<file path="config.mk">
export PLATFORM = sky130hd
export DESIGN_NAME = arm_mc_controller_flat
export DESIGN_NICKNAME = d
export VERILOG_FILES = /design/src/rtl/arm_ctrl_pkg.sv /design/src/rtl/arm_mc_controller_if.sv /design/src/rtl/arm_cond_unit.sv /design/src/rtl/arm_mc_controller.sv /design/src/flat_wrapper.sv
export SDC_FILE = /design/constraint.sdc
export NUM_CORES = 1
export LEC_CHECK = 0
export ABC_AREA = 1
export BUFFER_PORTS_ARGS = -buffer_cell sky130_fd_sc_hd__clkbuf_2
export CORE_MARGIN = 1
export CORE_UTILIZATION = 44
export CTS_CLUSTER_SIZE = 12
export DETAILED_ROUTE_END_ITERATION = 10
export PLACE_DENSITY = 0.74
export SYNTH_ARGS = -nofsm -noshare
export SYNTH_HDL_FRONTEND = slang
export SYNTH_SLANG_ARGS = --single-unit
</file>
<file path="constraint.sdc">
create_clock -name clk -period 1.35 [get_ports clk]
set_input_delay 0.2025 -clock clk [delete_from_list [all_inputs] [get_ports clk]]
set_output_delay 0.2025 -clock clk [all_outputs]
set_load 0.02 [all_outputs]
</file>
<file path="src/rtl/arm_ctrl_pkg.sv">
// Shared encodings for the multicycle ARM control unit: FSM states, ALU codes,
// condition codes and data-processing command codes.
package arm_ctrl_pkg;

  typedef enum logic [3:0] {
    S_FETCH  = 4'd0,
    S_DECODE = 4'd1,
    S_MEMADR = 4'd2,
    S_MEMRD  = 4'd3,
    S_MEMWB  = 4'd4,
    S_MEMWR  = 4'd5,
    S_EXECR  = 4'd6,
    S_EXECI  = 4'd7,
    S_ALUWB  = 4'd8,
    S_BRANCH = 4'd9
  } state_t;

  localparam logic [1:0] ALU_ADD = 2'b00;
  localparam logic [1:0] ALU_SUB = 2'b01;
  localparam logic [1:0] ALU_AND = 2'b10;
  localparam logic [1:0] ALU_ORR = 2'b11;

  localparam logic [1:0] OP_DP  = 2'b00;
  localparam logic [1:0] OP_MEM = 2'b01;
  localparam logic [1:0] OP_BR  = 2'b10;

  localparam logic [3:0] CMD_AND = 4'b0000;
  localparam logic [3:0] CMD_SUB = 4'b0010;
  localparam logic [3:0] CMD_ADD = 4'b0100;
  localparam logic [3:0] CMD_CMP = 4'b1010;
  localparam logic [3:0] CMD_ORR = 4'b1100;

  localparam logic [3:0] COND_EQ = 4'b0000;
  localparam logic [3:0] COND_NE = 4'b0001;
  localparam logic [3:0] COND_CS = 4'b0010;
  localparam logic [3:0] COND_CC = 4'b0011;
  localparam logic [3:0] COND_MI = 4'b0100;
  localparam logic [3:0] COND_PL = 4'b0101;
  localparam logic [3:0] COND_VS = 4'b0110;
  localparam logic [3:0] COND_VC = 4'b0111;
  localparam logic [3:0] COND_HI = 4'b1000;
  localparam logic [3:0] COND_LS = 4'b1001;
  localparam logic [3:0] COND_GE = 4'b1010;
  localparam logic [3:0] COND_LT = 4'b1011;
  localparam logic [3:0] COND_GT = 4'b1100;
  localparam logic [3:0] COND_LE = 4'b1101;
  localparam logic [3:0] COND_AL = 4'b1110;

  localparam logic [3:0] REG_PC = 4'd15;

endpackage

</file>
<file path="src/rtl/arm_mc_controller_if.sv">
// Controller <-> datapath bundle: latched instruction fields and ALU flags in,
// mux selects, ALU operation and write enables out.
interface arm_mc_controller_if;
  logic [3:0] Cond;
  logic [1:0] Op;
  logic [5:0] Funct;
  logic [3:0] Rd;
  logic [3:0] ALUFlags;

  logic       PCWrite;
  logic       IRWrite;
  logic       MemWrite;
  logic       RegWrite;
  logic       AdrSrc;
  logic [1:0] RegSrc;
  logic [1:0] ImmSrc;
  logic       ALUSrcA;
  logic [1:0] ALUSrcB;
  logic [1:0] ResultSrc;
  logic [1:0] ALUControl;

  modport master (
    input  Cond, Op, Funct, Rd, ALUFlags,
    output PCWrite, IRWrite, MemWrite, RegWrite, AdrSrc, RegSrc, ImmSrc,
           ALUSrcA, ALUSrcB, ResultSrc, ALUControl
  );

  modport slave (
    output Cond, Op, Funct, Rd, ALUFlags,
    input  PCWrite, IRWrite, MemWrite, RegWrite, AdrSrc, RegSrc, ImmSrc,
           ALUSrcA, ALUSrcB, ResultSrc, ALUControl
  );
endinterface

</file>
<file path="src/rtl/arm_cond_unit.sv">
// NZCV flag register, ARM condition evaluation, and the condition-gated
// architectural write enables.
module arm_cond_unit
  import arm_ctrl_pkg::*;
#(
  parameter logic [3:0] RESET_FLAGS = 4'b0000
) (
  input  logic       clk,
  input  logic       reset,
  input  logic [3:0] cond,
  input  logic [3:0] alu_flags,
  input  logic [1:0] flag_w,
  input  logic       decode,
  input  logic       pc_fetch,
  input  logic       branch,
  input  logic       reg_w,
  input  logic       mem_w,
  input  logic       no_write,
  input  logic       rd_is_pc,
  output logic       pc_write,
  output logic       reg_write,
  output logic       mem_write
);

  logic [3:0] flags;
  logic       cond_ex;
  logic       cond_ex_r;
  logic       n, z, c, v;
  logic       wb_ok;

  assign {n, z, c, v} = flags;

  always_comb begin
    cond_ex = 1'b0;
    case (cond)
      COND_EQ: cond_ex = z;
      COND_NE: cond_ex = ~z;
      COND_CS: cond_ex = c;
      COND_CC: cond_ex = ~c;
      COND_MI: cond_ex = n;
      COND_PL: cond_ex = ~n;
      COND_VS: cond_ex = v;
      COND_VC: cond_ex = ~v;
      COND_HI: cond_ex = c & ~z;
      COND_LS: cond_ex = ~(c & ~z);
      COND_GE: cond_ex = (n == v);
      COND_LT: cond_ex = (n != v);
      COND_GT: cond_ex = ~z & (n == v);
      COND_LE: cond_ex = ~(~z & (n == v));
      COND_AL: cond_ex = 1'b1;
      default: cond_ex = 1'b0;
    endcase
  end

  // The condition is frozen at DECODE so a flag update later in the same
  // instruction cannot change whether that instruction commits.
  always_ff @(posedge clk) begin
    if (reset) begin
      flags     <= RESET_FLAGS;
      cond_ex_r <= 1'b0;
    end else begin
      if (decode)
        cond_ex_r <= cond_ex;
      if (cond_ex_r && flag_w[1])
        flags[3:2] <= alu_flags[3:2];
      if (cond_ex_r && flag_w[0])
        flags[1:0] <= alu_flags[1:0];
    end
  end

  assign wb_ok     = cond_ex_r & ~no_write;
  assign reg_write = ~reset & reg_w & wb_ok;
  assign mem_write = ~reset & mem_w & cond_ex_r;
  assign pc_write  = ~reset & (pc_fetch | (branch & cond_ex_r) | (reg_w & wb_ok & rd_is_pc));

endmodule

</file>
<file path="src/rtl/arm_mc_controller.sv">
// Multicycle ARM control unit: FSM sequencing, main decode and ALU decode;
// condition checking and write gating live in arm_cond_unit.
module arm_mc_controller
  import arm_ctrl_pkg::*;
#(
  parameter logic [3:0] RESET_FLAGS = 4'b0000
) (
  input  logic                 clk,
  input  logic                 reset,
  arm_mc_controller_if.master  bus
);

  state_t     state_q, state_d;
  logic [1:0] dp_alu;
  logic       dp_no_write;
  logic [1:0] dp_flag_w;
  logic       no_write;
  logic [1:0] flag_w;
  logic       ir_w;

  always_ff @(posedge clk) begin
    if (reset) state_q <= S_FETCH;
    else       state_q <= state_d;
  end

  always_comb begin
    state_d = S_FETCH;
    case (state_q)
      S_FETCH:  state_d = S_DECODE;
      S_DECODE: begin
        case (bus.Op)
          OP_MEM:  state_d = S_MEMADR;
          OP_DP:   state_d = bus.Funct[5] ? S_EXECI : S_EXECR;
          OP_BR:   state_d = S_BRANCH;
          default: state_d = S_FETCH;
        endcase
      end
      S_MEMADR: state_d = bus.Funct[0] ? S_MEMRD : S_MEMWR;
      S_MEMRD:  state_d = S_MEMWB;
      S_EXECR:  state_d = S_ALUWB;
      S_EXECI:  state_d = S_ALUWB;
      default:  state_d = S_FETCH;
    endcase
  end

  // Unsupported commands still sequence normally but never write back.
  always_comb begin
    dp_alu      = ALU_ADD;
    dp_no_write = 1'b0;
    dp_flag_w   = 2'b00;
    case (bus.Funct[4:1])
      CMD_ADD: dp_alu = ALU_ADD;
      CMD_SUB: dp_alu = ALU_SUB;
      CMD_AND: dp_alu = ALU_AND;
      CMD_ORR: dp_alu = ALU_ORR;
      CMD_CMP: begin
        dp_alu      = ALU_SUB;
        dp_no_write = 1'b1;
      end
      default: dp_no_write = 1'b1;
    endcase
    if (bus.Funct[0]) begin
      case (bus.Funct[4:1])
        CMD_ADD, CMD_SUB, CMD_CMP: dp_flag_w = 2'b11;
        CMD_AND, CMD_ORR:          dp_flag_w = 2'b10;
        default:                   dp_flag_w = 2'b00;
      endcase
    end
  end

  assign no_write = (bus.Op == OP_DP) & dp_no_write;

  always_comb begin
    ir_w           = 1'b0;
    flag_w         = 2'b00;
    bus.AdrSrc     = 1'b0;
    bus.ALUSrcA    = 1'b0;
    bus.ALUSrcB    = 2'b00;
    bus.ResultSrc  = 2'b00;
    bus.ALUControl = ALU_ADD;
    bus.RegSrc     = {bus.Op == OP_MEM, bus.Op == OP_BR};
    bus.ImmSrc     = bus.Op;
    case (state_q)
      S_FETCH: begin
        ir_w          = 1'b1;
        bus.ALUSrcA   = 1'b1;
        bus.ALUSrcB   = 2'b10;
        bus.ResultSrc = 2'b10;
      end
      S_DECODE: begin
        bus.ALUSrcA   = 1'b1;
        bus.ALUSrcB   = 2'b10;
        bus.ResultSrc = 2'b10;
      end
      S_MEMADR: bus.ALUSrcB = 2'b01;
      S_MEMRD:  bus.AdrSrc = 1'b1;
      S_MEMWB:  bus.ResultSrc = 2'b01;
      S_MEMWR:  bus.AdrSrc = 1'b1;
      S_EXECR: begin
        bus.ALUControl = dp_alu;
        flag_w         = dp_flag_w;
      end
      S_EXECI: begin
        bus.ALUSrcB    = 2'b01;
        bus.ALUControl = dp_alu;
        flag_w         = dp_flag_w;
      end
      S_BRANCH: begin
        bus.ALUSrcB   = 2'b01;
        bus.ResultSrc = 2'b10;
      end
      default: ;
    endcase
  end

  assign bus.IRWrite = ir_w & ~reset;

  arm_cond_unit #(.RESET_FLAGS(RESET_FLAGS)) u_cond (
    .clk       (clk),
    .reset     (reset),
    .cond      (bus.Cond),
    .alu_flags (bus.ALUFlags),
    .flag_w    (flag_w),
    .decode    (state_q == S_DECODE),
    .pc_fetch  (state_q == S_FETCH),
    .branch    (state_q == S_BRANCH),
    .reg_w     ((state_q == S_MEMWB) || (state_q == S_ALUWB)),
    .mem_w     (state_q == S_MEMWR),
    .no_write  (no_write),
    .rd_is_pc  (bus.Rd == REG_PC),
    .pc_write  (bus.PCWrite),
    .reg_write (bus.RegWrite),
    .mem_write (bus.MemWrite)
  );

endmodule

</file>
<file path="src/flat_wrapper.sv">
// flat-port wrapper written by rule: the top's interface ports become plain ports
module arm_mc_controller_flat import arm_ctrl_pkg::*;
#(
  parameter logic [3:0] RESET_FLAGS = 4'b0000
)
  (clk, reset, bus_Cond, bus_Op, bus_Funct, bus_Rd, bus_ALUFlags, bus_PCWrite, bus_IRWrite, bus_MemWrite, bus_RegWrite, bus_AdrSrc, bus_RegSrc, bus_ImmSrc, bus_ALUSrcA, bus_ALUSrcB, bus_ResultSrc, bus_ALUControl);
  arm_mc_controller_if bus_i ();
  input  logic clk;
  input  logic reset;
  input wire logic [$bits(bus_i.Cond)-1:0] bus_Cond;
  input wire logic [$bits(bus_i.Op)-1:0] bus_Op;
  input wire logic [$bits(bus_i.Funct)-1:0] bus_Funct;
  input wire logic [$bits(bus_i.Rd)-1:0] bus_Rd;
  input wire logic [$bits(bus_i.ALUFlags)-1:0] bus_ALUFlags;
  output wire logic [$bits(bus_i.PCWrite)-1:0] bus_PCWrite;
  output wire logic [$bits(bus_i.IRWrite)-1:0] bus_IRWrite;
  output wire logic [$bits(bus_i.MemWrite)-1:0] bus_MemWrite;
  output wire logic [$bits(bus_i.RegWrite)-1:0] bus_RegWrite;
  output wire logic [$bits(bus_i.AdrSrc)-1:0] bus_AdrSrc;
  output wire logic [$bits(bus_i.RegSrc)-1:0] bus_RegSrc;
  output wire logic [$bits(bus_i.ImmSrc)-1:0] bus_ImmSrc;
  output wire logic [$bits(bus_i.ALUSrcA)-1:0] bus_ALUSrcA;
  output wire logic [$bits(bus_i.ALUSrcB)-1:0] bus_ALUSrcB;
  output wire logic [$bits(bus_i.ResultSrc)-1:0] bus_ResultSrc;
  output wire logic [$bits(bus_i.ALUControl)-1:0] bus_ALUControl;
  assign bus_i.Cond = bus_Cond;
  assign bus_i.Op = bus_Op;
  assign bus_i.Funct = bus_Funct;
  assign bus_i.Rd = bus_Rd;
  assign bus_i.ALUFlags = bus_ALUFlags;
  assign bus_PCWrite = bus_i.PCWrite;
  assign bus_IRWrite = bus_i.IRWrite;
  assign bus_MemWrite = bus_i.MemWrite;
  assign bus_RegWrite = bus_i.RegWrite;
  assign bus_AdrSrc = bus_i.AdrSrc;
  assign bus_RegSrc = bus_i.RegSrc;
  assign bus_ImmSrc = bus_i.ImmSrc;
  assign bus_ALUSrcA = bus_i.ALUSrcA;
  assign bus_ALUSrcB = bus_i.ALUSrcB;
  assign bus_ResultSrc = bus_i.ResultSrc;
  assign bus_ALUControl = bus_i.ALUControl;
  arm_mc_controller #(.RESET_FLAGS(RESET_FLAGS)) u_core (.clk(clk), .reset(reset), .bus(bus_i));
endmodule
</file>
==> results of run 1 <==
[sequential cells by signal, indices dropped and copies added, names as in the netlist]
signal                   cells
u_core.state_q               4
u_core.u_cond.flags          4
u_core.u_cond.cond_ex_r      1
[worst max-delay path: stages, from the launching register on]
cell	delay, ns
dfxtp_2	0.36
inv_4	0.05
nor2_4	0.08
inv_2	0.06
a21oi_2	0.12
nand3_1	0.09
a21oi_2	0.13
clkbuf_8	0.16
[per-stage QoR]
stage	worst slack (ns)	power, mW	utilization, %	TNS (ns)
final	-0.180	0.847	66.7	-1.15
after global routing	-0.296	0.897	66.7	-2.21
after CTS	-0.204	0.845	65.3	-1.13
after detailed placement	-0.0169	0.595	60.7	-0.0197
after global placement	0.0144	0.592	60.7	0
after floorplan	-0.0699	0.483	-	-0.0699
[cells by family after synthesis]
family | Yosys count | share of synthesized area, %
and+or+nand+nor | 110 | 52.7
DFF | 9 | 19.1
AOI/OAI and AO/OA | 18 | 11.8
buffers and inverters | 38 | 16.4
[per-layer routing]
| metal | up-vias | track usage [%] | share of wire [%] |
|---|---|---|---|
| li1 | 638 | - | - |
| met1 | 521 | 26.5 | 42 |
| met2 | 57 | 40.6 | 49 |
| met3 | 2 | 8.81 | 8.6 |
| met4 | 0 | 7.84 | 0.57 |
| met5 | - | 0 | 0 |
[Yosys cell counts, types with 2 or more instances]
| cell type | n | area, um2 |
|---|---|---|
| nor2_1 | 30 | 113 |
| a21oi_1 | 5 | 25.0 |
| a21oi_2 | 2 | 17.5 |
| dfxtp_1 | 9 | 180 |
| o21ai_1 | 4 | 20.0 |
| nand2_1 | 47 | 176 |
| nor2_4 | 3 | 33.8 |
| nor3_1 | 4 | 20.0 |
| o21ai_0 | 2 | 10.0 |
| nand3_1 | 21 | 105 |
| inv_1 | 21 | 78.8 |
| inv_2 | 8 | 30.0 |
| buf_4 | 3 | 22.5 |
| clkinv_1 | 4 | 15.0 |
[timing repair]
action | 4_1_cts | 5_1_grt
endpoints found under the setup margin | 12 | 15
pin swaps | 1 | 6
hold buffers | 0 | 0
cloned | 0 | 0
buffers inserted | 2 | 1
gates resized for setup | 20 | 14
[final cells by class]
cell class	instances	area, um2
clock buffer	4	26.3
fill	187	659
inverter	33	128
multi-input combinational	128	636
sequential	9	190
tap	27	33.8
timing repair buffer	49	309
[report_power, final]
| group | total (mW) | internal (mW) | switching (mW) | leakage, nW |
|---|---|---|---|---|
| logic | 0.333 | 0.135 | 0.198 | 0.618 |
| registers | 0.292 | 0.278 | 0.0142 | 0.0761 |
| clock network | 0.222 | 0.114 | 0.108 | 0.0150 |
| total | 0.847 | 0.527 | 0.320 | 0.710 |
[path summary, 6_finish.rpt]
path | endpoint | from | slack [ns] | depth (start not counted)
hold / removal | u_core.u_cond.flags[2]$_SDFFE_PP0P_ | bus_ALUFlags[2] | 0.16 | 3
setup / recovery | bus_PCWrite | u_core.state_q[2]$_SDFF_PP0_ | -0.18 | 7
hold reg to reg | u_core.u_cond.flags[2]$_SDFFE_PP0P_ | u_core.u_cond.flags[2]$_SDFFE_PP0P_ | 0.50 | 2
setup reg to reg | u_core.u_cond.flags[0]$_SDFFE_PP0P_ | u_core.state_q[2]$_SDFF_PP0_ | 0.08 | 8
==> metrics.md, run 1 <==
| Metric | Value |
|---|---|
| Drt total wl | 2640 um |
| Layout cells sized above 1 | 38.1% |
| Total die area | 2340 um2 |
| Clk_lat worst skew | 0.27 ns |
| CP max FO | 3 |
| Drt pass-1 iters | 4 |
| Number of vias per cell | 4.87 |
| First DRT Iteration DRCs | 50 |
| Clk_skew | 0.00562 ns |
| DP Wirelength | 2060 um |
| Cell Pwr Density | 640 nW/um2 |
| Crit path time final | 1.53 ns |
| Core box area | 1980 um2 |
| Commonest non-fill, non-tap cell in the layout | nand2_1 |
| # IOs | 38 |
| Type of destination of the critical path | output pin |
| Commonest cells after routing, fill and taps aside | nand2_1 (47), nor2_1 (28), clkbuf_2 (28), nand3_1 (21), inv_1 (20) |
| Cell leakage power | 0.710 nW |
| Crit path arrival time | 1.33 ns |
| EDFF count, synth | 0 |
| Synth cell types | 26 |
| Share of flip-flops with an asynchronous set or reset | 0% |
| Mapped Cells | 175 |
| Inserted Clock Buffers | 3 |
| Worst Hold Class | in -> reg |
| Initial antenna violation count | 0 |
| # rows | 16 |
| Die H | 48.3 um |
| Clock sink count | 9 |
| WL/cell | 10.5 um |
| Clock root cell | clkbuf_4 |
| Finished Layout Cells | 250 |
| Max-slew violation count | 0 |
| Worst-Margin Slew | 0.443 ns |
| Critical path type | reg -> out |
| Worst rel slew slack | 70.1% |
| Status | complete, but fails checks |
| Post-Place Cells | 243 |
| CTS tree | yes |
| Die X | 48.3 um |
| Placed Area | 1200 um2 |
| Largest net degree at the start of global routing | 13 |
| CTS max path bufs | 2 |
| Tot GR Track Use | 23.5% |
| Syn_area_per_cell | 5.40 um2 |
| Routability congestion estimate | 0.897 |
| Post-Syn Area | 945 um2 |
| First-pass GRT wire length | 4370 um |
| RSZ-0062 raised after global routing | true |
| Total number of vias | 1218 |
| Synth Register Bits | 9 |
| Synth Flop Type | dfxtp_1 |
| ANT nets after route | 0 |
| H-tree Lvls | 1 |
| Hold slack | 0.156 ns |
| GRT Residual Overflow | 0 |
| Vias in the first global route | 1100 |
| N_diodes | 0 |
| Seq/Total Area, Yosys | 19.1% |
| Ys Warns | 0 |
| Fin nets | 246 |
| Startpoint types | register |
| Period Utilization, post-route | 113% |
| Finished Cell Area | 1320 um2 |
| DRC | 0 |
| Area grow syn2layout | 40.0% |
| Max Cap Viol | 0 |
| Setup ws final | -0.180 ns |
| I/O Buffers | 37 |
| Peak VDD IR | 0.000557 V |
| Final hold viol count | 0 |
| Post-synth net total | 197 |
| Violated checks | negative setup slack |
| Data required time of the worst path | 1.15 ns |
| Initial core utilization | 47.7% |
| Setup violators final | 10 |
| F_max | 654 MHz |
| Clock transition at path regs | 0.07 ns |
Power figures use the tool's default switching activity.
==> run 2, diff against run 1 <==
==> constraint.sdc (replaced) <==
create_clock -name clk -period 1.35 [get_ports clk]
set_input_delay 0.135 -clock clk [delete_from_list [all_inputs] [get_ports clk]]
set_output_delay 0.135 -clock clk [all_outputs]
set_load 0.02 [all_outputs]
==> run 2 against run 1 <==
  * Non-clock buffer count shrank 4
  * Critical path type unchanged
  * Clock power rose by 6%
  * Combinational power decreased by 1%
  * Highest routed layer unchanged
  * The flow still finishes with violations (negative setup slack)
  * Register-to-register slack is essentially flat
  * Worst setup slack improved by 0.0045 ns
  * First-iteration DRC count down 30%
  * Sequential share of layout area decreased by 0.14 points
  * Utilization fell by 1.1 points
  * Via count up 1.6%
==> metrics.md, run 2 (synthesis gave the netlist of run 1 again) <==
| Metric | Value |
|---|---|
| Status | complete, but fails checks (unchanged) |
| Violated checks | negative setup slack (unchanged) |
| First-pass GRT wire length | 4710 um (was 4370 um) |
| FF-to-FF End | u_core.u_cond.flags[1]$_SDFFE_PP0P_ (was u_core.u_cond.flags[0]$_SDFFE_PP0P_) |
| Cell Pwr Density | 659 nW/um2 (was 640 nW/um2) |
| Area grow syn2layout | 37.6% (was 40.0%) |
| Critical path launch point | u_core.state_q[1]$_SDFF_PP0_ (was u_core.state_q[2]$_SDFF_PP0_) |
| Routability congestion estimate | 0.917 (was 0.897) |
| Hold slack | 0.0860 ns (was 0.156 ns) |
| DP Wirelength | 2160 um (was 2060 um) |
| Drt pass-1 iters | 5 (was 4) |
| Commonest non-fill, non-tap cell in the layout | nand2_1 (unchanged) |
| Setup TNS | -0.776 ns (was -1.15 ns) |
| Worst Hold Class | in -> reg (unchanged) |
| I/O Buffers | 37 (unchanged) |
| # rows | 16 (unchanged) |
| Max Cap Viol | 0 (unchanged) |
| GRT Residual Overflow | 0 (unchanged) |
| Layout cells sized above 1 | 37.4% (was 38.1%) |
| Worst R2R Setup Slack | 0.08 ns (about the same) |
| Clk_lat worst skew | 0.28 ns (was 0.27 ns) |
| Worst hold path depth | 3 (unchanged) |
| N_diodes | 0 (unchanged) |
| Hold buffer count at cts | 0 (unchanged) |
| First DRT Iteration DRCs | 35 (was 50) |
| Initial core utilization | 47.7% (unchanged) |
| Clock root cell | clkbuf_4 (unchanged) |
| Max-slew violation count | 0 (unchanged) |
| Source of the worst register-to-register timing path | u_core.state_q[2]$_SDFF_PP0_ (unchanged) |
| Period Utilization, post-route | 113% (about the same) |
| CP max FO | 5 (was 3) |
| Cell leakage power | 0.691 nW (was 0.710 nW) |
| Final-layout fill cell count | 186 (was 187) |
| Total number of vias | 1238 (was 1218) |
| Type of destination of the critical path | output pin (unchanged) |
| Vias in the first global route | 1184 (was 1100) |
| Setup violators final | 9 (was 10) |
| Finished Cell Area | 1300 um2 (was 1320 um2) |
| Worst-Margin Slew | 0.328 ns (was 0.443 ns) |
| Initial antenna violation count | 0 (unchanged) |
| CTS max path bufs | 2 (unchanged) |
| Hold endpoint | u_core.u_cond.flags[2]$_SDFFE_PP0P_ (unchanged) |
| CTS tree | yes (unchanged) |
| Clk_skew | 0.00120 ns (was 0.00562 ns) |
| Clock transition at path regs | 0.07 ns (about the same) |
| Placed Area | 1180 um2 (was 1200 um2) |
| Die X | 48.3 um (unchanged) |
| Drt total wl | 2780 um (was 2640 um) |
| RSZ-0062 raised after global routing | true (unchanged) |
| DRC | 0 (unchanged) |
| Worst rel slew slack | 78.2% (was 70.1%) |
| Die H | 48.3 um (unchanged) |
| WL/cell | 11.3 um (was 10.5 um) |
| Largest net degree at the start of global routing | 13 (unchanged) |
| Critical path type | reg -> out (unchanged) |
| Tot GR Track Use | 25.4% (was 23.5%) |
| # IOs | 38 (unchanged) |
| Total die area | 2340 um2 (unchanged) |
| Finished Layout Cells | 246 (was 250) |
| Commonest cells after routing, fill and taps aside | nand2_1 (46), nor2_1 (29), clkbuf_2 (28), inv_1 (20), nand3_1 (20) (was nand2_1 (47), nor2_1 (28), clkbuf_2 (28), nand3_1 (21), inv_1 (20)) |
| Data required time of the worst path | 1.22 ns (was 1.15 ns) |
| Crit path time final | 1.53 ns (about the same) |
| Final hold viol count | 0 (unchanged) |
| Clock sink count | 9 (unchanged) |
| Post-Place Cells | 240 (was 243) |
| Startpoint types | register (unchanged) |
| Peak VDD IR | 0.000551 V (was 0.000557 V) |
| Crit path arrival time | 1.39 ns (was 1.33 ns) |
| HP Start | bus_ALUFlags[2] (unchanged) |
| H-tree Lvls | 1 (unchanged) |
| Inserted Clock Buffers | 3 (unchanged) |
| Number of vias per cell | 5.03 (was 4.87) |
| Fin nets | 242 (was 246) |
| F_max | 655 MHz (was 654 MHz) |
| Core box area | 1980 um2 (unchanged) |
| Regs by FF count | u_core.state_q: 4 flops, u_core.u_cond.flags: 4 flops, u_core.u_cond.cond_ex_r: 1 flops (unchanged) |
| Cells on worst reg2reg path | 8 (unchanged) |
| ANT nets after route | 0 (unchanged) |
| Setup ws final | -0.176 ns (was -0.180 ns) |
==> run 2: final cells by class <==
cell class / count / area, um2 / share of cell area (%)
Clock buffer: 4 / 26.3 / 2.02
Multi-Input combinational cell: 128 / 652 / 50.1
Timing Repair Buffer: 45 / 275 / 21.2
Sequential cell: 9 / 185 / 14.2
Inverter: 33 / 128 / 9.82
Tap cell: 27 / 33.8 / 2.60
==> run 2: worst max-delay path, cell delays in order, from the launching register on <==
cell and delay (ns):
dfxtp_2 0.36, nor2_2 0.14, nand2_1 0.08, a21oi_2 0.14
nand3_1 0.10, a21oi_2 0.13, buf_4 0.15
==> run 2: timing repair <==
action	CTS	global route
pin swaps	3	2
endpoints found under the setup margin	8	12
buffers inserted	2	0
gates resized for setup	19	12
cloned	0	0
==> run 2: report_power, final <==
part	switching (mW)	leakage (nW)	total (mW)	internal, mW
Combinational	0.204	0.601	0.329	0.125
Clock	0.120	0.0150	0.235	0.115
Sequential	0.0147	0.0747	0.292	0.278
Total	0.339	0.691	0.857	0.518
==> run 2: per-layer routing <==
metal,vias to the layer above,global-route usage [%],wire (um)
li1,632,-,-
met1,565,27.5,1170
met2,38,48.1,1460
met3,3,2.83,110
met4,0,13.2,32
met5,-,0,0
==> run 2: metrics by stage <==
step	setup slack [ns]	util [%]	power [mW]
floorplan	-0.00244	-	0.481
global placement	0.0732	59.4	0.585
detailed placement	0.0482	59.4	0.591
CTS	-0.169	64.2	0.843
global route	-0.238	65.6	0.906
finish	-0.176	65.6	0.857
==> run 2: how the worst max path moves through the flow <==
stage                endpoint  slack, ns  depth (start not counted)
2_1_floorplan  bus_ALUSrcB[0]     -0.002                          3
3_3_place_gp   bus_ALUSrcB[0]       0.07                          3
3_5_place_dp      bus_PCWrite       0.05                          6
4_1_cts           bus_PCWrite      -0.17                          7
5_1_grt        bus_ALUSrcB[0]      -0.24                          6
6_report          bus_PCWrite      -0.18                          6
